[config.mk]
export PLATFORM = sky130hd
export DESIGN_NAME = hazard_control_unit
export DESIGN_NICKNAME = d
export VERILOG_FILES = /design/src/rtl/hazard_control_unit.sv
export SDC_FILE = /design/constraint.sdc
export NUM_CORES = 1
export LEC_CHECK = 0
export ABC_AREA = 1
export CAP_MARGIN = 30
export CELL_PAD_IN_SITES_DETAIL_PLACEMENT = 0
export CELL_PAD_IN_SITES_GLOBAL_PLACEMENT = 1
export CORE_MARGIN = 2
export CORE_UTILIZATION = 32
export DETAILED_ROUTE_END_ITERATION = 8
export PLACE_DENSITY = 0.87
export SYNTH_ARGS = -nofsm -noshare
export SYNTH_HDL_FRONTEND = slang
export SYNTH_SLANG_ARGS = --single-unit
[constraint.sdc]
create_clock -name CLK -period 2.1 [get_ports CLK]
set_input_delay 0.42 -clock CLK [delete_from_list [all_inputs] [get_ports CLK]]
set_output_delay 0.42 -clock CLK [all_outputs]
set_load 0.01 [all_outputs]
[src/rtl/hazard_control_unit.sv]
// Stall/flush sequencer for the 5-stage pipeline: drives hold, flush and busywait
// controls of the pipeline registers and keeps saturating stall/flush counters.
module hazard_control_unit #(
  parameter int CNT_WIDTH = 16
) (
  input  logic                 CLK,
  input  logic                 RESET,
  input  logic                 IF_BUSYWAIT,
  input  logic                 MEM_BUSYWAIT,
  input  logic [4:0]           ID_RS1,
  input  logic [4:0]           ID_RS2,
  input  logic                 ID_RS1_USED,
  input  logic                 ID_RS2_USED,
  input  logic                 EX_MEM_READ,
  input  logic [4:0]           EX_RD,
  input  logic                 EX_REDIRECT,
  output logic                 PC_HOLD,
  output logic                 IF_ID_HOLD,
  output logic                 IF_ID_FLUSH,
  output logic                 ID_EX_HOLD,
  output logic                 ID_EX_FLUSH,
  output logic                 BUSYWAIT_OUT,
  output logic                 REDIRECT_PENDING,
  output logic [CNT_WIDTH-1:0] STALL_CNT,
  output logic [CNT_WIDTH-1:0] FLUSH_CNT
);

  typedef enum logic [1:0] {
    RUN       = 2'd0,
    DFREEZE   = 2'd1,
    IREDIRECT = 2'd2
  } state_t;

  localparam logic [CNT_WIDTH-1:0] CNT_MAX = '1;

  state_t state, next_state;
  logic   load_use;
  logic   rs1_match;
  logic   rs2_match;
  logic   redirect_taken;

  assign rs1_match = ID_RS1_USED && (ID_RS1 == EX_RD);
  assign rs2_match = ID_RS2_USED && (ID_RS2 == EX_RD);
  assign load_use  = EX_MEM_READ && (EX_RD != 5'd0) && (rs1_match || rs2_match);

  assign REDIRECT_PENDING = (state == IREDIRECT);

  always_ff @(posedge CLK) begin
    if (RESET) begin
      state <= RUN;
    end else begin
      state <= next_state;
    end
  end

  // Priority chain: reset, data freeze, pending redirect, new redirect, load-use, fetch stall.
  // DFREEZE behaves like RUN once MEM_BUSYWAIT drops.
  always_comb begin
    PC_HOLD        = 1'b0;
    IF_ID_HOLD     = 1'b0;
    IF_ID_FLUSH    = 1'b0;
    ID_EX_HOLD     = 1'b0;
    ID_EX_FLUSH    = 1'b0;
    BUSYWAIT_OUT   = 1'b0;
    redirect_taken = 1'b0;
    next_state     = RUN;
    if (RESET) begin
      IF_ID_FLUSH = 1'b1;
      ID_EX_FLUSH = 1'b1;
    end else if (MEM_BUSYWAIT) begin
      PC_HOLD      = 1'b1;
      IF_ID_HOLD   = 1'b1;
      ID_EX_HOLD   = 1'b1;
      BUSYWAIT_OUT = 1'b1;
      next_state   = (state == IREDIRECT) ? IREDIRECT : DFREEZE;
    end else if (state == IREDIRECT) begin
      PC_HOLD     = 1'b1;
      IF_ID_FLUSH = 1'b1;
      next_state  = IF_BUSYWAIT ? IREDIRECT : RUN;
    end else if (EX_REDIRECT) begin
      IF_ID_FLUSH    = 1'b1;
      ID_EX_FLUSH    = 1'b1;
      redirect_taken = 1'b1;
      next_state     = IF_BUSYWAIT ? IREDIRECT : RUN;
    end else if (load_use) begin
      PC_HOLD     = 1'b1;
      IF_ID_HOLD  = 1'b1;
      ID_EX_FLUSH = 1'b1;
    end else if (IF_BUSYWAIT) begin
      PC_HOLD     = 1'b1;
      IF_ID_FLUSH = 1'b1;
    end
  end

  always_ff @(posedge CLK) begin
    if (RESET) begin
      STALL_CNT <= '0;
      FLUSH_CNT <= '0;
    end else begin
      if (PC_HOLD && (STALL_CNT != CNT_MAX)) begin
        STALL_CNT <= STALL_CNT + 1'b1;
      end
      if (redirect_taken && (FLUSH_CNT != CNT_MAX)) begin
        FLUSH_CNT <= FLUSH_CNT + 1'b1;
      end
    end
  end

endmodule

# Word-level counts from Yosys, hierarchy flattened
# Cells that the tools add are included.
# word_totals
elab_cells	49
register_bits	34
# op_classes
eq_ne	5
addsub	2
n_reduce_logical	8
muxes	31
# ops
operator	n
$add A16 B1 Y16 const B	2
$ne A16 B16 Y1 const B	2
$mux W1	26
$eq A5 B5 Y1	2
$mux W2	5
$logic_and A1 B1 Y1	6
$reduce_bool A5 Y1	1
$eq A2 B2 Y1 const B	1
$logic_or A1 B1 Y1	1

# Longest topological paths before layout
# logic_depth
ltp_word	10
depth_mapped	15

# Least setup slack after synthesis
# OpenSTA, ideal clock, no wires.
# synth_path
path_kind	register to register
from	register STALL_CNT[0]
to	register STALL_CNT[0]
stages_incl_launch_ff	11
arrival_ns	1.573
n_path_buf	1
setup_slack_ns	0.412
required_ns	1.985
path_cell_list	dfxtp_1 -> ha_1 -> nand2_1 -> inv_2 -> nand4_2 -> nor2_2 -> and3_1 -> nand2_2 -> buf_6 -> a21oi_1 -> nor2_1
# synth_via
elab_chain_cells	2
word_cells_on_any_way	3
# synth_rtl
item	line	source
from (decl)	24	output logic [CNT_WIDTH-1:0] STALL_CNT,
from (signal assigned)	101	STALL_CNT <= STALL_CNT + 1'b1;
branches (longest 2 deep; another with $add A16 B1 Y16)	--	
# Parallel ways; which one is timed is not known.
# A chain may end at the register's enable or synchronous reset.

# Worst setup path in the final report
# layout_path
from	input EX_RD[4]
to	output PC_HOLD
# layout_via
elab_chain_cells	9
word_cells_on_any_way	13
# layout_rtl
item	line	source
from (decl)	15	input logic [4:0] EX_RD,
$eq A5 B5 Y1 (on tied branches)	42, 43	
$logic_and A1 B1 Y1 (on tied branches)	42, 43	
$logic_or A1 B1 Y1	44	assign load_use = EX_MEM_READ && (EX_RD != 5'd0) && (rs1_match || rs2_match);
$logic_and A1 B1 Y1 (*)	44	
$mux W1 (*)	85	end else if (load_use) begin
$mux W1 (*)	80	end else if (EX_REDIRECT) begin
$mux W1 (*)	76	end else if (state == IREDIRECT) begin
$mux W1 (*)	70	end else if (MEM_BUSYWAIT) begin
$mux W1 (*)	67	if (RESET) begin
to (decl)	17	output logic PC_HOLD,
# Every way passes the cells marked *; elsewhere a longest branch is shown, timed or not.

==> reports/metrics.yaml <==
setup_path:
  start_kind: "input pin"
  worst-setup-path-type: "in2out"
  r2r_end: "STALL_CNT[11]$_SDFFE_PP0P_"
  path_max_fanout: 4
  r2r-start: "STALL_CNT[1]$_SDFFE_PP0P_"
  regToRegSetupSlack_ns: 0.26
  critPathCaptureType: "output port"
  critical_path_required_ns: 1.68
  rr_worst_depth: 12
  cp-startpoint: "EX_RD[4]"
  cp_data_arrival_time_ns: 1.56
timing:
  clock_skew_ns: 0.008571
  rsz0062_at_grt: "false"
  setup_viol: 0
  period_share_pct: 94.15
  maxSlewHeadroom_pct: 67.62
  drv_slew: 0
  tns_ns: 0
  tightest_slew_ns: 0.4812
  max_freq_mhz: 505.8
  setup_ws_ns: 0.1229
  post-route-min-period_ns: 1.977
  hold_viol: 0
floorplan:
  fp.dieArea_um2: 7598
  die_w_um: 87.17
  rows: 30
  io-pin-count: 62
  dieHeight_um: 87.17
  core-area_um2: 6756
  start_util_pct: 32.76
global_routing:
  grt_pass1_wl_mm: 9.177
  grt_max_degree: 31
  grtUsageTotal_pct: 14.90
  first_global_vias: 2201
  antenna_found_initial: 0
  grt-ovfl-total: 0
placement:
  dp_cells: 513
  pre_cts_ws_ns: -0.6316
  routabilityCongestion: 0.8139
  port_buffers: 61
  post-dp-hpwl_mm: 4.251
layout:
  diodes: 0
  fin_nets: 465
  final_layout_size_suffix_gt1_share_pct: 17.01
  utilization_pct: 45.70
  fin_cells: 521
  area_delta_synth_final_pct: 39.51
routing:
  via_per_inst: 4.635
  totalWireLength_mm: 5.375
  wl_per_cell_um: 10.32
  first_pass_iters: 4
  via_count: 2415
  antenna_left: 0
  initialDrtViolationCount: 68
  drc_errors: 0
clock_tree:
  cts_buffers: 5
  postCtsSetupRepairBufs: 0
  clk_latency_ns: 0.29
  cts_sinks: 34
  postCtsHoldBufs: 0
  cts-root-buf: "clkbuf_8"
  clock_path_buffers: 2
  clk_pin_slew_ns: 0.07
  cts_max_level: 2
  cts_tree: "built"
yosys:
  synth_seq_cells: 34
  syn_nets: 386
  synth.area.top_cells: "dfxtp_1, nand2_1, inv_1"
  async_flop_share_pct: 0
  synth_top_area_share_pct: 30.75
  netlist_area_um2: 2213
  postSynthAreaPerCell_um2: 6.131
  synth_cell_types: 31
  yosys-top-cells-count: "nand2_1, inv_1, nor2_1"
  ys.flop_type: "dfxtp_1"
  yosysWarnings: 0
  yosysSeqAreaShare_pct: 30.75
  synth_edf_count: 0
  yosysMostFrequentCell: "nand2_1"
  postSynthCellCount: 361
  synth_area_leader_cell: "dfxtp_1"
power:
  peakVddDrop_mv: 0.1966
  power_mw: 1.418
  leakage_nw: 1.416
  power_density_nw_per_um2: 459.3
min_path:
  holdCritStartpoint: "FLUSH_CNT[13]$_SDFFE_PP0P_"
  hold_depth: 2
  hold-path-endpoint: "FLUSH_CNT[13]$_SDFFE_PP0P_"
  min_path_type: "reg2reg"
run_status:
  status: "finished clean"
run:
  cap_viol_max_count: 0
## cell usage in the layout (no fill, tap or decap), drive strengths merged, types with 2 or more instances in the layout
cell / Yosys / layout
a21oi: 20 / 20
and3: 2 / 2
nor3: 6 / 6
o21ai: 14 / 14
nand2: 102 / 102
dlygate4sd2: 0 / 17
nand4: 13 / 13
nand3: 27 / 27
nor4: 3 / 3
inv: 66 / 66
buf: 9 / 24
clkdlybuf4s15: 0 / 3
a31oi: 2 / 2
clkdlybuf4s50: 0 / 36
dfxtp: 34 / 34
nor2: 53 / 53
clkbuf: 0 / 6
ha: 2 / 2
xor2: 3 / 3
## worst max path at each step
stage | end | slack (ns) | depth (start not counted)
after floorplan | STALL_CNT[0]$_SDFFE_PP0P_ | 0.41 | 10
after global placement | PC_HOLD | -0.64 | 12
after detailed placement | PC_HOLD | -0.63 | 12
after CTS | REDIRECT_PENDING | 0.006 | 5
after global routing | PC_HOLD | 0.001 | 12
final | PC_HOLD | 0.12 | 12
## per-layer routing
layer | global-route usage, % | up-vias | share of wire (%)
li1 | - | 1288 | -
met1 | 18.33 | 1065 | 47
met2 | 25.19 | 56 | 46
met3 | 3.791 | 6 | 6.2
met4 | 5.175 | 0 | 1.4
met5 | 0 | - | 0
## state kept, by name, indices dropped and copies added, names as in the netlist
name	cells
state	2
STALL_CNT	16
FLUSH_CNT	16
## power breakdown
part	total (mW)	internal (mW)	switching (mW)
logic	0.237	0.118	0.119
clock network	0.512	0.264	0.249
registers	0.669	0.657	0.0118
## critical path, cell delays in order
cell             delay, ns
clkdlybuf4s15_1       0.23
inv_2                 0.05
nand2_1               0.05
nand2_1               0.06
nor2_2                0.12
nand3_1               0.10
nand2_2               0.08
nand2_2               0.06
nand2_2               0.05
nand2_2               0.05
a21oi_2               0.14
buf_2                 0.14
## layout make-up
class	instances	area, um^2
Multi-Input combinational cell	252	1229
Fill cell	734	3669
Clock buffer	6	82.58
Inverter	66	247.7
Timing Repair Buffer	81	734.5
Clock inverter	2	12.51
Tap cell	80	100.1
Sequential cell	34	681.9
## metrics by stage
stage,hold slack [ns],cell area (um^2)
finish,0.5059,3088
global placement,0.4818,3017
floorplan,0.4996,2213
CTS,0.5137,3075
global route,0.5380,3088
detailed placement,0.4925,3017
## logic make-up (layout without fill, tap and decap cells)
group	count (synthesis)	count (layout)	share of synthesized area, %
AO/OA/AOI/OAI	39	39	9.328
XOR/XNOR	3	3	1.187
adder cells (fa/ha/maj)	2	2	1.130
buffers and inverters	75	155	14.36
flip-flops	34	34	30.75
AND/OR/NAND/NOR	208	208	43.24
## what timing repair did
action / 4_1_cts / 5_1_grt
cloned: 0 / 0
setup endpoints to repair: 6 / 4
pin swaps: 14 / 1
gates resized for setup: 41 / 7
(Power assumes the default switching activity.)
